===== src/rtl/soc_pwm_pkg.sv =====
`default_nettype none
// ============================================================================
// Module      : soc_pwm_pkg
// Description : Shared definitions for the PWM controller: Avalon register
//               word addresses, CTRL/STATUS bit positions and the common
//               reset value for every register, shadow and counter.
// Revision    : 1.0 - initial release
// ============================================================================
package soc_pwm_pkg;

    // Register word addresses
    localparam logic [2:0] ADDR_CTRL   = 3'd0;
    localparam logic [2:0] ADDR_PRESC  = 3'd1;
    localparam logic [2:0] ADDR_PERIOD = 3'd2;
    localparam logic [2:0] ADDR_DUTY   = 3'd3;
    localparam logic [2:0] ADDR_STATUS = 3'd4;
    localparam logic [2:0] ADDR_COUNT  = 3'd5;

    // CTRL bit positions
    localparam int CTRL_EN     = 0;
    localparam int CTRL_INV    = 1;
    localparam int CTRL_IRQ_EN = 2;

    // STATUS bit positions
    localparam int STATUS_PEF  = 0;

    // Reset value of every register, shadow and counter
    localparam logic [31:0] RESET_VAL = 32'd0;

endpackage : soc_pwm_pkg
`default_nettype wire


===== src/rtl/soc_pwm_tick_gen.sv =====
`default_nettype none
// ============================================================================
// Module      : soc_pwm_tick_gen
// Description : Prescaler for the PWM period counter. Holds a shadow copy of
//               PRESC and a counter that runs 0..PRESC_sh; o_tick is high in
//               the cycle the counter sits at PRESC_sh, so ticks are
//               PRESC_sh+1 clocks apart.
// Ports       : clk      - system clock
//               reset_n  - asynchronous active-low reset
//               i_presc  - live PRESC register value
//               i_load   - copy i_presc into the shadow this clock
//               i_clear  - hold the counter at 0 and suppress ticks
//               o_tick   - prescaler tick (combinational from state)
// Revision    : 1.0 - initial release
// ============================================================================
module soc_pwm_tick_gen
    import soc_pwm_pkg::*;
#(
    parameter int CNT_W = 32
) (
    input  logic             clk,
    input  logic             reset_n,
    input  logic [CNT_W-1:0] i_presc,
    input  logic             i_load,
    input  logic             i_clear,
    output logic             o_tick
);

    logic [CNT_W-1:0] r_presc_sh;
    logic [CNT_W-1:0] r_pcnt;

    assign o_tick = !i_clear && (r_pcnt == r_presc_sh);

    always_ff @(posedge clk or negedge reset_n) begin
        if (!reset_n) begin
            r_presc_sh <= RESET_VAL[CNT_W-1:0];
            r_pcnt     <= RESET_VAL[CNT_W-1:0];
        end else begin
            if (i_load) begin
                r_presc_sh <= i_presc;
            end
            // A load always coincides with either a clear (enable edge) or a
            // tick (period wrap), so the counter restarts from 0 with the
            // freshly loaded shadow.
            if (i_clear || o_tick) begin
                r_pcnt <= '0;
            end else begin
                r_pcnt <= r_pcnt + 1'b1;
            end
        end
    end

endmodule : soc_pwm_tick_gen
`default_nettype wire


===== src/rtl/soc_pwm_ctrl.sv =====
`default_nettype none
// ============================================================================
// Module      : soc_pwm_ctrl
// Description : Avalon-MM slave PWM controller. Live PRESC/PERIOD/DUTY
//               registers are copied into shadows when EN rises and at every
//               period wrap, so software updates never glitch the output.
//               Register map: 0 CTRL, 1 PRESC, 2 PERIOD, 3 DUTY,
//               4 STATUS (PEF, W1C), 5 COUNT (RO); 6-7 read 0.
// Ports       : clk, reset_n         - clock, asynchronous active-low reset
//               address, chipselect,
//               write_n, writedata   - Avalon-MM write side
//               readdata             - zero-wait-state combinational read
//               pwm_out              - registered PWM output
//               irq                  - PEF && IRQ_EN (PWM_IRQ_EN builds only)
// Config      : `define PWM_IRQ_EN adds the irq port and CTRL.IRQ_EN; without
//               it CTRL bit2 reads 0 and PEF is poll-only.
// Revision    : 1.0 - initial release
// ============================================================================
module soc_pwm_ctrl
    import soc_pwm_pkg::*;
#(
    parameter int CNT_W = 32
) (
    input  logic        clk,
    input  logic        reset_n,
    input  logic [2:0]  address,
    input  logic        chipselect,
    input  logic        write_n,
    input  logic [31:0] writedata,
    output logic [31:0] readdata,
    output logic        pwm_out
`ifdef PWM_IRQ_EN
    ,
    output logic        irq
`endif
);

    // Live software-visible registers
    logic             r_en;
    logic             r_inv;
    logic [CNT_W-1:0] r_presc;
    logic [CNT_W-1:0] r_period;
    logic [CNT_W-1:0] r_duty;

    // Shadows in use by the running waveform
    logic [CNT_W-1:0] r_period_sh;
    logic [CNT_W-1:0] r_duty_sh;

    logic [CNT_W-1:0] r_cnt;
    logic             r_pef;
    logic             r_pwm;
    logic             w_irq_en;

    logic             w_wr;
    logic             w_en_rise;
    logic             w_tick;
    logic             w_wrap;
    logic             w_load;
    logic             w_pef_clr;

    assign w_wr      = chipselect && !write_n;
    assign w_en_rise = w_wr && (address == ADDR_CTRL) && writedata[CTRL_EN] && !r_en;
    assign w_wrap    = w_tick && (r_cnt == r_period_sh);
    assign w_load    = w_en_rise || w_wrap;
    assign w_pef_clr = w_wr && (address == ADDR_STATUS) && writedata[STATUS_PEF];

    soc_pwm_tick_gen #(
        .CNT_W (CNT_W)
    ) u_tick_gen (
        .clk     (clk),
        .reset_n (reset_n),
        .i_presc (r_presc),
        .i_load  (w_load),
        .i_clear (!r_en),
        .o_tick  (w_tick)
    );

`ifdef PWM_IRQ_EN
    logic r_irq_en;

    always_ff @(posedge clk or negedge reset_n) begin
        if (!reset_n) begin
            r_irq_en <= RESET_VAL[CTRL_IRQ_EN];
        end else if (w_wr && (address == ADDR_CTRL)) begin
            r_irq_en <= writedata[CTRL_IRQ_EN];
        end
    end

    assign w_irq_en = r_irq_en;
    assign irq      = r_pef && r_irq_en;
`else
    assign w_irq_en = 1'b0;
`endif

    // Register file
    always_ff @(posedge clk or negedge reset_n) begin
        if (!reset_n) begin
            r_en     <= RESET_VAL[CTRL_EN];
            r_inv    <= RESET_VAL[CTRL_INV];
            r_presc  <= RESET_VAL[CNT_W-1:0];
            r_period <= RESET_VAL[CNT_W-1:0];
            r_duty   <= RESET_VAL[CNT_W-1:0];
        end else if (w_wr) begin
            case (address)
                ADDR_CTRL: begin
                    r_en  <= writedata[CTRL_EN];
                    r_inv <= writedata[CTRL_INV];
                end
                ADDR_PRESC:  r_presc  <= writedata[CNT_W-1:0];
                ADDR_PERIOD: r_period <= writedata[CNT_W-1:0];
                ADDR_DUTY:   r_duty   <= writedata[CNT_W-1:0];
                default: ;
            endcase
        end
    end

    // Shadows, period counter, status flag and output register
    always_ff @(posedge clk or negedge reset_n) begin
        if (!reset_n) begin
            r_period_sh <= RESET_VAL[CNT_W-1:0];
            r_duty_sh   <= RESET_VAL[CNT_W-1:0];
            r_cnt       <= RESET_VAL[CNT_W-1:0];
            r_pef       <= RESET_VAL[STATUS_PEF];
            r_pwm       <= 1'b0;
        end else begin
            if (w_load) begin
                r_period_sh <= r_period;
                r_duty_sh   <= r_duty;
            end

            if (!r_en || w_wrap) begin
                r_cnt <= '0;
            end else if (w_tick) begin
                r_cnt <= r_cnt + 1'b1;
            end

            // A wrap in the same cycle as a W1C keeps the flag set.
            if (w_wrap) begin
                r_pef <= 1'b1;
            end else if (w_pef_clr) begin
                r_pef <= 1'b0;
            end

            // Disabled: drive the inactive level straight away.
            if (r_en) begin
                r_pwm <= (r_cnt < r_duty_sh) ^ r_inv;
            end else begin
                r_pwm <= r_inv;
            end
        end
    end

    assign pwm_out = r_pwm;

    // Read mux
    always_comb begin
        readdata = '0;
        case (address)
            ADDR_CTRL: begin
                readdata[CTRL_EN]     = r_en;
                readdata[CTRL_INV]    = r_inv;
                readdata[CTRL_IRQ_EN] = w_irq_en;
            end
            ADDR_PRESC:  readdata = 32'(r_presc);
            ADDR_PERIOD: readdata = 32'(r_period);
            ADDR_DUTY:   readdata = 32'(r_duty);
            ADDR_STATUS: readdata[STATUS_PEF] = r_pef;
            ADDR_COUNT:  readdata = 32'(r_cnt);
            default:     readdata = '0;
        endcase
    end

endmodule : soc_pwm_ctrl
`default_nettype wire


===== config.mk =====
export PLATFORM = sky130hd
export DESIGN_NAME = soc_pwm_ctrl
export DESIGN_NICKNAME = d
export VERILOG_FILES = /design/src/rtl/soc_pwm_pkg.sv /design/src/rtl/soc_pwm_tick_gen.sv /design/src/rtl/soc_pwm_ctrl.sv
export SDC_FILE = /design/constraint.sdc
export NUM_CORES = 1
export LEC_CHECK = 0
export BUFFER_PORTS_ARGS = -buffer_cell sky130_fd_sc_hd__buf_4
export CORE_MARGIN = 2
export CORE_UTILIZATION = 39
export CTS_CLUSTER_SIZE = 25
export DETAILED_ROUTE_END_ITERATION = 16
export GPL_ROUTABILITY_DRIVEN = 0
export PLACE_DENSITY = 0.67
export SYNTH_ARGS = -nofsm -noshare
export SYNTH_HDL_FRONTEND = slang
export SYNTH_HIERARCHICAL = 1
export SYNTH_SLANG_ARGS = --single-unit

===== constraint.sdc =====
create_clock -name clk -period 3.86 [get_ports clk]
set_input_delay 0.386 -clock clk [delete_from_list [all_inputs] [get_ports clk]]
set_output_delay 0.386 -clock clk [all_outputs]
set_load 0.03 [all_outputs]

# Word level (Yosys, flattened, before mapping)
# Cells that the tools add are included.
[word_totals]
register_bits = 260
inputBits = 39
memories = 0
latchBits = 0
output_inout_bits = 33
word_cells = 52
ramBits = 0
romBits = 0
[classes]
n_eq_ne = 7
reduce_logical = 20
magnitude_cmp = 1
shifts = 0
n_mux = 9
addsub = 2
bitwise = 1
multipliers = 0
div = 0
[ops]
columns = ["op", "n"]
rows = [
  ["$pmux W29 S4", 1],
  ["$mux W32", 3],
  ["$add A32 B1 Y32 const B", 2],
  ["$eq A32 B32 Y1", 2],
  ["$lt A32 B32 Y1", 1],
  ["$pmux W2 S5", 1],
  ["$logic_and A1 B1 Y1", 8],
  ["$reduce_and A2 Y1", 4],
  ["$eq A3 B2 Y1 const B", 2],
  ["$eq A3 B3 Y1 const B", 2],
  ["$pmux W1 S6", 1],
  ["$reduce_bool A2 Y1", 2],
  ["$eq A3 B1 Y1 const B", 1],
  ["$logic_not A3 Y1", 1],
  ["$logic_or A1 B1 Y1", 3],
  ["$mux W1", 3],
  ["$logic_not A1 Y1", 2],
  ["$xor A1 B1 Y1", 1],
]

# Logic depth before layout (Yosys ltp)
# Gate-level depths: netlist of the first run.
[depth]
depth_word = 6
ltp_mapped = 15
depth_no_buf = 10

# Hierarchy
# The synthesis of the first run kept the hierarchy.
[by_module_without_submodules]
columns = ["mod", "area_per_inst_um2", "seq_area_each_um2", "instances", "cells_per_inst"]
rows = [
  ["soc_pwm_ctrl", 9960.8, 4904.7, 1, 816],
  ["soc_pwm_tick_gen", 3374.5, 1601.5, 1, 295],
]

# Worst setup path after synthesis of the first run
# OpenSTA, ideal clock, no wires.
[synth_timing]
kind = "reg-to-reg"
start = "register u_tick_gen.r_pcnt[15]"
end = "register u_tick_gen.r_presc_sh[10]"
setup_ps = 125
path_stages_with_launch = 16
n_path_buf = 5
slack_ps = 317
period_less_slack_ps = 3543
required_time_ps = 3735
arrival_time_ps = 3418
cell_sequence = "dfrtp_1 -> clkbuf_1 -> xnor2_1 -> nand4_1 -> nor4_1 -> buf_6 -> and3b_1 -> buf_2 -> nand3_1 -> nor3_1 -> nand4_1 -> o31a_1 -> inv_1 -> clkbuf_1 -> buf_1 -> mux2_2"
[synth_between]
elab_chain_len = 4
[synth_rtl]
columns = ["element", "line", "rtl"]
rows = [
  ["start, declared", "soc_pwm_tick_gen.sv:30", "logic [CNT_W-1:0] r_pcnt;"],
  ["start signal, assigned", "soc_pwm_tick_gen.sv:37", "r_pcnt <= RESET_VAL[CNT_W-1:0];"],
  ["start signal, assigned", "soc_pwm_tick_gen.sv:48", "r_pcnt <= r_pcnt + 1'b1;"],
  ["$eq A32 B32 Y1", "soc_pwm_tick_gen.sv:32", "assign o_tick = !i_clear && (r_pcnt == r_presc_sh);"],
  ["$logic_and A1 B1 Y1", "soc_pwm_tick_gen.sv:32", ""],
  ["named net w_tick", "soc_pwm_ctrl.sv:56", "logic w_tick;"],
  ["$logic_and A1 B1 Y1", "soc_pwm_ctrl.sv:63", "assign w_wrap = w_tick && (r_cnt == r_period_sh);"],
  ["$logic_or A1 B1 Y1", "soc_pwm_ctrl.sv:64", "assign w_load = w_en_rise || w_wrap;"],
  ["named net w_load", "soc_pwm_ctrl.sv:58", "logic w_load;"],
  ["end signal, assigned", "soc_pwm_tick_gen.sv:36", "r_presc_sh <= RESET_VAL[CNT_W-1:0];"],
  ["end signal, assigned", "soc_pwm_tick_gen.sv:40", "r_presc_sh <= i_presc;"],
  ["end, declared", "soc_pwm_tick_gen.sv:29", "logic [CNT_W-1:0] r_presc_sh;"],
]
# The timed path passes the listed nets, and every way through them passes these cells.
# A chain may end at the register's enable or synchronous reset.

# Worst setup path in the final report of the first run
[layout_timing]
start = "register u_tick_gen.r_pcnt[2]"
end = "register u_tick_gen.r_presc_sh[6]"
# Same word-level chain as after synthesis.

==> results.md, run 1 <==
Outcome:
- The run finished with clean final reports.

Synth:
- Counting every net in the synthesized netlist gives 1183.
- The number of storage elements in the synthesis netlist is 260.
- The synthesized netlist contains 56 unique library cells.
- After synthesis, the share of flip-flops with an asynchronous set or reset is 100%.
- Counting instances in the post-synthesis netlist gives the leading cell types as dfrtp_1, mux2_2, xnor2_1.
- For this run, the number of Yosys warnings is 6.
- The dominant cell type by area after synthesis is dfrtp_1.
- The cell area after synthesis is 0.0133 mm².
- The gate count after technology mapping is 1111.
- The area fraction of the dominant cell type after synthesis is 48.8%.
- Sequential elements use 48.8% of the synthesized area.
- By area the synthesized netlist is led by dfrtp_1, mux2_2, mux2_4.
- In this run, synthesis inferred 0 flip-flops with an integrated enable.
- The most frequent cell after synthesis is dfrtp_1.
- The post-synthesis average cell area is 12.0 µm².
- In the synthesized netlist the dominant register cell turns out to be dfrtp_1.

Finish:
- The number of antenna diodes in the final layout is 0.
- The number of nets in the layout is 1239.
- The synthesis-to-finish area growth is 14.5%.
- Of the cells placed in the final design, the portion with a size suffix greater than 1 is 30.2%.
- Counting the fill cells in the layout gives 3081.
- The area of the multi-input gates is 0.00626 mm².
- Leaving out filler cells and counting taps, the final layout contains 1637.
- The total area of sequential cells is 0.00651 mm².

Clock tree:
- After clock tree synthesis, the clock-pin slew on the worst setup and hold paths is 0.06 ns.
- TritonCTS built the clock tree.
- The clock passes through at most 3 buffers.
- The master cell of the clock root buffer is clkbuf_16.
- The number of gates resized after cts is 0.
- Once the clock tree was built, the setup fixing pass inserted 0 buffers.
- For the worst-skew pair, the clock arrives at the later sink with an insertion delay of 0.56 ns.
- CTS built an H-tree with a depth of 1.
- The number of clock buffers added by TritonCTS is 28.
- The number of hold buffers added after CTS is 1.
- For this design, the sink count on the clock tree is 260.

Detailed routing:
- The detailed-route via count is 9141.
- After detailed routing, the number of remaining DRC violations is 0.
- The final layout contains routed wiring with a total length of 34400 µm.
- The number of vias per cell after detailed routing is 5.58.
- In the final routed layout, each cell accounts on average for 21.0 µm.
- The first-pass iteration count of the detailed router is 5.
- The detailed router's first-iteration violation count is 796.
- The number of nets with antenna violations after detailed routing is 0.

Job:
- Across the run, the number of max-cap violations was 0.

Timing:
- Clock skew on the completed layout was measured at 0.0109 ns.
- The worst path in the final design needs a cycle of 3.23 ns, including I/O delays and setup.
- Setup violations remaining at the end of the flow were counted as 0.
- The total negative slack for setup checks is 0 ns.
- The final hold violation count came to 0.
- The worst hold slack is 0.0807 ns.
- Setup repair after global routing left no endpoint under its margin.
- For this run, the top clock speed supported by timing is 310 MHz.
- The ratio of final minimum period to clock period is 83.6%.
- At the pin with the least slew margin, the transition time is 0.830 ns.
- The max-slew violation count is 0.
- The relative slew slack is 44.4%.

Place:
- Once placement completed, the tool counted placed cells totaling 1584.
- In this run the tool buffered the top-level ports with 71 buffer cells.
- The placed wire-length estimate after detailed placement is 23800 µm.

Power and ir drop:
- For this design the static power due to leakage is 6.84 nW.
- Dividing total power by cell area gives a power density of 560 mW/mm².
- The maximum ir drop on the vdd rail is 452 µV.

Global routing:
- For this run the aggregate overflow at the end of global routing stands at 0.
- The number of global-route vias before repair is 9236.
- The first global-routing pass estimated 54400 µm of wire.
- The initial antenna violation count is 0.
- Entering global routing, the biggest net connects 94 pins.
- Global routing used 19.5% of the available tracks across all layers.

Die:
- The vertical die dimension is 189 µm.
- The floorplan row count is 67.
- After floorplanning, the core was sized to cover 0.0336 mm².
- 72 I/O pins were placed.
- The starting density of the core is 39.7%.
- The die is 189 µm wide.
- The die covers 0.0357 mm².

Worst setup path:
- The capturing element type of the critical path is a flip-flop.
- The critical setup path kind is reg -> reg.
- The data required time of the critical path is 4.29 ns.
- The cell class contributing the biggest share of worst-path delay is simple AND/OR/NAND/NOR gates.
- Counting both buffers and inverters, the worst setup path holds a total of 3.
- Traced cell by cell, the critical path runs through xnor2_1, nand4_1, nor4_2, and3b_1, buf_4, nand3_1, nor3_1, nand4_1, o31a_1, inv_1, buf_4, mux2_2.
- The data arrival time at the worst-slack endpoint is 3.66 ns.
- The slowest cell on the critical path is dfrtp_1.
- In this run the worst path has a maximum fanout of 32.
- STA classifies the critical path startpoint as a flip-flop.
- For this run, the slowest stage of the critical path takes 0.48 ns.

Worst hold path:
- In this run the worst hold path is classified as in -> reg.
-- cell type report --
type,instances,area share (%)
clock inverter,16,1.51
sequential,260,42.6
clock buffer,36,5.19
multi-input combinational,739,41.0
inverter,45,1.11
tap,448,3.67
timing repair buffer,93,4.88
-- worst reg2reg max path, delay by kind of cell (launching register included) --
family	cells	cell delay, ns
AOI/OAI and AO/OA	1	0.30
xor gates and xnor gates	1	0.30
buffers and inverters	3	0.60
DFF	1	0.48
muxes	1	0.40
and+or+nand+nor	6	1.03
-- registers in the layout (all words and copies together), names as in the netlist --
name / cells
pwm_out: 1
r_cnt: 32
r_duty: 32
r_duty_sh: 32
r_en: 1
r_inv: 1
r_pef: 1
r_period: 32
r_period_sh: 32
r_presc: 32
u_tick_gen/r_pcnt: 32
u_tick_gen/r_presc_sh: 32
-- power breakdown --
group,internal (mW),switching (mW)
clock,1.84,1.13
sequential,3.24,0.479
combinational,0.902,0.953
total,5.99,2.56
-- per-layer routing --
layer | wire length (µm) | GRT usage, % | vias to the layer above
met4 | 1070 | 6.34 | 0
met1 | 16300 | 28.8 | 4660
li1 | - | - | 4136
met5 | 0 | 0 | -
met3 | 2070 | 3.84 | 56
met2 | 14900 | 28.5 | 289
-- path summary, 6_finish.rpt --
kind	startpoint	to	slack, ns	depth (start not counted)
hold / removal	writedata[17]	r_presc[17]	0.08	2
hold reg to reg	r_duty_sh[0]	r_duty_sh[0]	0.51	1
setup / recovery	u_tick_gen/r_pcnt[2]	u_tick_gen/r_presc_sh[6]	0.63	12
min in group asynchronous	reset_n	r_presc[13]	0.46	2
max in group asynchronous	reset_n	r_period[27]	2.38	3
setup reg to reg	u_tick_gen/r_pcnt[2]	u_tick_gen/r_presc_sh[6]	0.63	12
-- placed cells by master, fill, tap and decap left out, types with 4 or more instances in the layout --
cell       instances
ha_1              33
nor4_2             5
xor2_1            29
clkbuf_8           4
a22oi_1           58
nor3_1             6
and3_1             4
and4_1             4
mux2_4            60
nand4_1           48
nor2_1            39
nand2b_1           9
bufinv_16          6
o21ai_0           14
or4_1             12
clkbuf_16         29
xnor2_1           75
a221oi_1          18
inv_1             45
mux2_2           134
nor4_1             8
o31ai_1            9
dfrtp_1          260
clkinv_2          10
nand3_1           29
nand2_1           72
a21oi_1           12
buf_4             88
a211oi_1          16
or3_1              7
-- logic make-up (layout without fill, tap and decap cells) --
family | Yosys count | after routing | synth area share (%)
adders and majority gates | 33 | 33 | 3.10
muxes | 198 | 198 | 18.6
xor gates and xnor gates | 104 | 104 | 6.83
and+or+nand+nor | 264 | 264 | 10.5
AOI/OAI and AO/OA | 140 | 140 | 7.77
DFF | 260 | 260 | 48.8
buffers and inverters | 112 | 190 | 4.46
-- through the flow --
stage	utilization, %	cell area, µm²	power [mW]	setup WS [ns]
floorplan	-	13300	4.91	0.317
global placement	42.3	14200	5.55	0.709
detailed placement	42.3	14200	5.59	0.683
CTS	45.4	15300	8.60	0.653
global route	45.4	15300	8.93	0.462
finish	45.4	15300	8.55	0.634
Power figures use the tool's default switching activity.
==> run 2: changes to the inputs <==
--- a/config.mk
+++ b/config.mk
@@ -11,7 +11,7 @@
 export CTS_CLUSTER_SIZE = 25
 export DETAILED_ROUTE_END_ITERATION = 16
 export GPL_ROUTABILITY_DRIVEN = 0
-export PLACE_DENSITY = 0.67
+export PLACE_DENSITY = 0.69
 export SYNTH_ARGS = -nofsm -noshare
 export SYNTH_HDL_FRONTEND = slang
 export SYNTH_HIERARCHICAL = 1
==> constraint.sdc (replaced) <==
create_clock -name clk -period 2.7 [get_ports clk]
set_input_delay 0.27 -clock clk [delete_from_list [all_inputs] [get_ports clk]]
set_output_delay 0.27 -clock clk [all_outputs]
set_load 0.03 [all_outputs]
==> results.md, run 2 (synthesis results as in run 1) <==
Die:
- The starting density of the core is 39.7% (unchanged).
- The floorplan row count was 67 (unchanged).
- The number of top-level pins is 72 (unchanged).
- The core footprint is 0.0336 mm² (unchanged).
- The vertical die dimension is 189 µm (unchanged).
- The chip width is 189 µm (unchanged).
- The total die area is 0.0357 mm² (unchanged).

Global routing:
- In this run the most used layer during global routing was met2.
- The pin count of the biggest net entering global routing is 118 (+26%).
- The global router's overall resource usage is 20.7% (+1.2 points).
- The overflow left after global routing is 0 (unchanged).
- The number of global-route vias before repair is 10057 (+8.9%).
- The global-route wire length before repair is 57900 µm (+6.5%).
- The met3 demand-to-capacity share in global routing is 3.19% (-0.65 points).
- The met2 usage in global routing is 32.0% (+3.5 points).
- The initial antenna violation count is 0 (unchanged).
- The routing usage on met1 is 29.5% (+0.69 points).

Finish:
- The post-route non-filler standard cell count is 1757 (+7.3%).
- The number of inserted filler cells in the final layout is 2884 (-6.4%).
- Leaving out fill and tap cells, the most frequent cell in the layout is dfrtp_1.
- The top cell types in the final layout, fill and taps aside, are dfrtp_1, buf_4, mux2_2.
- The area growth from synthesis to layout is 25.4%.
- The share of layout cells above drive strength 1 is 36.4% (+6.2 points).
- The final core area utilization was 49.7% (+4.3 points).
- The number of antenna repair diodes is 0 (unchanged).
- The number of nets in the layout is 1360 (+9.8%).

Worst hold path:
- The startpoint of the lowest-slack hold path is writedata[15].
- The path with the worst hold slack has its endpoint at r_duty[15].
- The count of cells along the worst hold path was 2 (unchanged).
- The type of the most critical hold path is in -> reg.

Worst setup path:
- The data arrival time at the worst-slack endpoint is 3.24 ns (-0.42 ns).
- The maximum net fanout on the critical path came to 25 (-22%).
- The worst setup path is launched from a flip-flop.
- The endpoint identified for the worst register-to-register timing path is r_period_sh[29].
- The largest stage delay on the critical path is 0.40 ns (-0.08 ns).
- The data required time of the critical path is 3.13 ns (-1.16 ns).
- By startpoint and endpoint, the worst setup path is classified as reg -> reg.
- The slowest cell on the critical path is dfrtp_1.
- Among the stages of the critical path, the cell type that occurs most often is nand4_1.
- The origin of the critical flop-to-flop path is u_tick_gen/r_pcnt[4].
- The worst reg2reg path depth is 11 (-1).
- The signal on the critical path passes through xnor2_2, nand4_1, nor4_4, and3b_2, buf_6, nand4_1, nor4_1, nand3_1, and2_4, buf_12, mux2_4.
- The flop-to-flop setup slack came to -0.11 ns (-0.74 ns).
- STA classifies the critical path endpoint as a flip-flop.

Detailed routing:
- The detailed-route via count is 9704 (+6.2%).
- The first-pass iteration count of the detailed router is 5 (unchanged).
- The detailed router's first-iteration violation count came to 644 (-19%).
- The number of vias per cell after detailed routing came to 5.52 (-1.1%).
- The number of nets with antenna violations after detailed routing is 0 (unchanged).
- The detail-routed net length per standard cell is 20.7 µm (-1.1%).
- The final wirelength is 36500 µm (+6.1%).
- The remaining design rule violation count was 0 (unchanged).

Clock tree:
- The number of buffers on the longest clock path is 3 (unchanged).
- The clock transition at the registers of the reported paths was 0.06 ns (about the same).
- The CTS H-tree depth is 1 (unchanged).
- The number of buffers created by CTS is 28 (unchanged).
- The clock tree from TritonCTS is done.
- The total number of clock tree sinks is 260 (unchanged).
- The insertion delay of the later-clocked pin in the worst-skew pair is 0.55 ns (about the same).
- The master cell of the clock root buffer is clkbuf_16.

Timing:
- The worst clock skew is 0.0124 ns (+0.00144 ns).
- The max-slew violation count came to 0 (unchanged).
- The slew of the pin with the lowest slew margin was 0.674 ns (-0.156 ns).
- The top achievable clock speed is 356 MHz (+15%).
- The final hold violation count is 0 (unchanged).
- The relative slew slack is 55.1% (+11 points).
- The ratio of final minimum period to clock period is 104% (+21 points).
- Setup repair after global routing could not meet its margin everywhere.
- The final setup violation count is 91 (+91).
- The worst hold slack is 0.0279 ns (-0.0529 ns).
- The total negative slack for setup checks came to -5.93 ns (-5.93 ns).
- The shortest period the worst path allows is 2.81 ns (-0.416 ns).
- The post-route worst setup slack is -0.110 ns (-0.744 ns).

Power and ir drop:
- The static leakage was 7.56 nW (+11%).
- The maximum ir drop on the vdd rail is 616 µV (+36%).
- The power density over the cells came to 745 mW/mm² (+33%).

Job:
- The max-capacitance violation count came to 0 (unchanged).

Place:
- The cell count after placement came to 1660 (+4.8%).
- The count of input and output buffers came to 71 (unchanged).
- The placed wire-length estimate after detailed placement is 24900 µm (+4.8%).

Outcome:
- The run finished, with violations left.
- The final reports fail on setup timing.
-- run 2: cell types whose count changed in the layout (fill, tap and decap cells not counted), sizes merged --
cell / previous run / this run
clkbuf: 36 / 34
bufinv: 6 / 5
buf: 92 / 182
dlygate4sd3: 1 / 32
inv: 45 / 46
clkinv: 10 / 8
clkinvlp: 0 / 3
-- run 2: worst max-delay path by stage --
stage                              start                         to  slack [ns]
6_report            u_tick_gen/r_pcnt[4]            r_period_sh[29]       -0.11
5_1_grt        u_tick_gen/r_presc_sh[24]                  r_cnt[26]       -0.23
4_1_cts        u_tick_gen/r_presc_sh[25]              r_duty_sh[27]       -0.07
3_5_place_dp       u_tick_gen/r_pcnt[21]  u_tick_gen/r_presc_sh[19]       -0.16
3_3_place_gp       u_tick_gen/r_pcnt[21]                  r_cnt[26]       -0.13
2_1_floorplan      u_tick_gen/r_pcnt[16]              r_duty_sh[10]       -0.22
-- run 2: timing repair --
item                                    4_1_cts  5_1_grt
hold buffers                                 32        0
setup buffers                                 6        5
endpoints found under the hold margin       197        0
cloned                                        3        1
pin swaps                                    14       27
gates resized for setup                      11       26
endpoints found under the setup margin      127      128
-- run 2: layer usage --
| metal | share of wire [%] | wire (µm) |
|---|---|---|
| met1 | 46 | 16800 |
| met2 | 45 | 16400 |
| met5 | 0 | 0 |
| met4 | 3.9 | 1410 |
| met3 | 5.1 | 1870 |
-- run 2: stage by stage --
step	instance area, µm²	total power [mW]	worst slack (ns)
4_1_cts	16600	12.5	-0.0732
2_1_floorplan	13600	7.17	-0.225
3_3_place_gp	15100	8.15	-0.134
6_report	16700	12.5	-0.110
5_1_grt	16700	13.0	-0.227
3_5_place_dp	15100	8.24	-0.161
-- run 2: area by class of cell --
type                       instances  area, µm²  share of cell area (%)
multi-input combinational        739       6560                    39.2
sequential                       260       6510                    38.9
clock buffer                      34        774                    4.63
tap                              448        561                    3.35
inverter                          45        171                    1.03
clock inverter                    17        225                    1.35
timing repair buffer             214       1920                    11.5
-- run 2: worst max-delay path: cells and delay by family (launching register included) --
family | cells | cell delay [ns]
xor gates and xnor gates | 1 | 0.22
buffers and inverters | 2 | 0.29
DFF | 1 | 0.40
muxes | 1 | 0.31
and+or+nand+nor | 7 | 1.45
-- run 2: where the power goes --
group / internal [mW] / total (mW) / switching (mW)
Clock: 2.52 / 4.14 / 1.62
Sequential: 4.64 / 5.34 / 0.702
Combinational: 1.54 / 2.98 / 1.44
Total: 8.69 / 12.5 / 3.76
==> run 3: changes to the inputs <==
--- a/config.mk
+++ b/config.mk
@@ -8,9 +8,10 @@
 export BUFFER_PORTS_ARGS = -buffer_cell sky130_fd_sc_hd__buf_4
 export CORE_MARGIN = 2
 export CORE_UTILIZATION = 39
-export CTS_CLUSTER_SIZE = 25
+export CTS_CLUSTER_SIZE = 28
 export DETAILED_ROUTE_END_ITERATION = 16
 export GPL_ROUTABILITY_DRIVEN = 0
+export HOLD_SLACK_MARGIN = 0.06
 export PLACE_DENSITY = 0.69
 export SYNTH_ARGS = -nofsm -noshare
 export SYNTH_HDL_FRONTEND = slang
==> results.md, run 3 (synthesis results as in run 1) <==
Place:
- The placed wire-length estimate after detailed placement is 24900 µm (unchanged).
- The count of input and output buffers is 71 (unchanged).
- The cell area after placement is 0.0151 mm² (unchanged).

Worst setup path:
- The critical path launch point type is a flip-flop.
- The data required time of the critical path came to 3.13 ns (about the same).
- The maximum net fanout on the critical path is 25 (unchanged).
- The data arrival time at the worst-slack endpoint is 3.24 ns (about the same).
- The capturing element type of the critical path is a flip-flop.
- The critical path is of the reg -> reg type.

Die:
- The starting density of the core is 39.7% (unchanged).
- The chip width came to 189 µm (unchanged).
- The number of top-level pins is 72 (unchanged).
- The total die area is 0.0357 mm² (unchanged).
- The floorplan row count came to 67 (unchanged).
- The core footprint is 0.0336 mm² (unchanged).
- The vertical die dimension is 189 µm (unchanged).

Timing:
- The post-route worst setup slack is -0.113 ns (-0.00234 ns).
- The final hold violation count is 0 (unchanged).
- The max-slew violation count is 0 (unchanged).
- The slew of the pin with the lowest slew margin is 0.671 ns (-0.00248 ns).
- The relative slew slack is 55.3% (+0.17 points).
- The ratio of final minimum period to clock period was 104% (about the same).
- The final setup violation count is 101 (+11%).
- The worst clock skew came to 0.00987 ns (-0.00249 ns).
- The shortest period the worst path allows is 2.81 ns (+0.00234 ns).
- Setup repair after global routing could not meet its margin everywhere.
- The top achievable clock speed is 356 MHz (about the same).

Detailed routing:
- The final wirelength is 36400 µm (-0.14%).
- The remaining design rule violation count was 0 (unchanged).
- The number of vias per cell after detailed routing is 5.50 (-0.47%).
- The number of nets with antenna violations after detailed routing was 0 (unchanged).
- The detailed router's first-iteration violation count is 707 (+9.8%).
- The detailed-route via count was 9669 (-0.36%).
- The detail-routed net length per standard cell is 20.7 µm (-0.25%).
- The first-pass iteration count of the detailed router was 5 (unchanged).

Clock tree:
- The clock transition at the registers of the reported paths is 0.06 ns (about the same).
- The number of buffers on the longest clock path is 3 (unchanged).
- In this run the clock root is driven by a clkbuf_16.
- The total number of clock tree sinks came to 260 (unchanged).
- TritonCTS built the clock tree.
- The number of buffers created by CTS was 28 (unchanged).
- The CTS H-tree depth was 1 (unchanged).
- The insertion delay of the later-clocked pin in the worst-skew pair came to 0.55 ns (about the same).

Finish:
- The area of all placed cells without fillers came to 0.0167 mm² (+0.12%).
- Leaving out fill and tap cells, the most frequent cells in the layout are dfrtp_1, buf_4, mux2_2.
- The number of nets in the layout is 1362 (+0.15%).
- The number of antenna repair diodes is 0 (unchanged).
- Compared with the post-synthesis result, the final layout area differs by 25.5%.
- The most common cell after layout, fill and taps aside is dfrtp_1.
- The share of layout cells above drive strength 1 is 36.3% (-0.055 points).

Power and ir drop:
- The static leakage was 7.57 nW (+0.11%).
- The power density over the cells is 745 mW/mm² (about the same).
- The maximum ir drop on the vdd rail is 616 µV (about the same).
- The final total power came to 12.5 mW (about the same).

Global routing:
- The overflow left after global routing is 0 (unchanged).
- The number of global-route vias before repair is 10067 (+0.099%).
- The pin count of the biggest net entering global routing came to 118 (unchanged).
- The global router's overall resource usage is 20.7% (about the same).
- The global-route wire length before repair is 57900 µm (about the same).
- The initial antenna violation count is 0 (unchanged).

Outcome:
- The final reports fail on setup timing.
- The flow ran to the end, but the final reports show violations.

Worst hold path:
- The type of the most critical hold path is in -> reg.

Job:
- The max-capacitance violation count came to 0 (unchanged).
==> run 3: power by group <==
| part | leakage [nW] | switching (mW) | internal (mW) | total, mW |
|---|---|---|---|---|
| combinational | 3.67 | 1.45 | 1.54 | 2.99 |
| clock | 0.488 | 1.62 | 2.52 | 4.14 |
| sequential | 3.41 | 0.702 | 4.64 | 5.34 |
| total | 7.57 | 3.77 | 8.70 | 12.5 |
==> run 3: per-stage QoR <==
stage / util (%) / setup WS, ns / hold slack (ns) / instances / TNS (ns)
after floorplan: - / -0.225 / -0.0256 / 1111 / -22.20
after global placement: 44.8 / -0.134 / 0.148 / 1660 / -8.87
after detailed placement: 44.8 / -0.161 / 0.154 / 1660 / -12.31
after CTS: 49.4 / -0.0732 / 0.0713 / 1754 / -4.12
after global routing: 49.8 / -0.227 / 0.102 / 1759 / -20.43
final: 49.8 / -0.113 / 0.0902 / 1759 / -6.52
==> run 3: critical path: stages, from the launching register on <==
cell and delay, ns:
dfrtp_1 0.43, xnor2_1 0.18, nand4_1 0.21, nor4_4 0.34, and3b_2 0.26, buf_6 0.11
nand4_1 0.06, nor4_1 0.24, nand3_1 0.13, and2_4 0.22, buf_12 0.18, mux2_4 0.32
==> run 3: cell type report <==
cell class / instances / area [µm²]
fillers: 2881 / 16900
multi-input cells: 739 / 6560
flip-flops and latches: 260 / 6510
repair buffers: 216 / 1940
clock buffers: 34 / 774
well taps: 448 / 561
clock inverters: 17 / 225
inverters: 45 / 171
==> run 3: path summary, 6_finish.rpt <==
kind                                       start              end  slack [ns]  depth (start not counted)
setup / recovery           u_tick_gen/r_pcnt[16]  r_period_sh[29]       -0.11                         11
hold / removal                        address[0]            r_pef        0.09                          3
setup reg to reg           u_tick_gen/r_pcnt[16]  r_period_sh[29]       -0.11                         11
hold reg to reg                    r_duty_sh[19]    r_duty_sh[19]        0.52                          1
max in group asynchronous                reset_n        r_cnt[24]        1.61                          3
min in group asynchronous                reset_n       r_presc[7]        0.17                          2
==> run 3: timing repair <==
action,in CTS,in global routing
pin swaps,14,27
hold endpoints to repair,255,0
gates resized for setup,11,26
setup endpoints to repair,127,128
buffers inserted,6,5
hold buffers,34,0
cloned,3,1
==> run 3: routing by layer <==
layer | part of all wire (%) | vias up | global-route usage (%)
met5 | 0 | - | 0
met4 | 4.0 | 0 | 7.45
met3 | 5.2 | 71 | 3.17
met2 | 45 | 298 | 32.0
met1 | 46 | 4906 | 29.5
li1 | - | 4394 | -
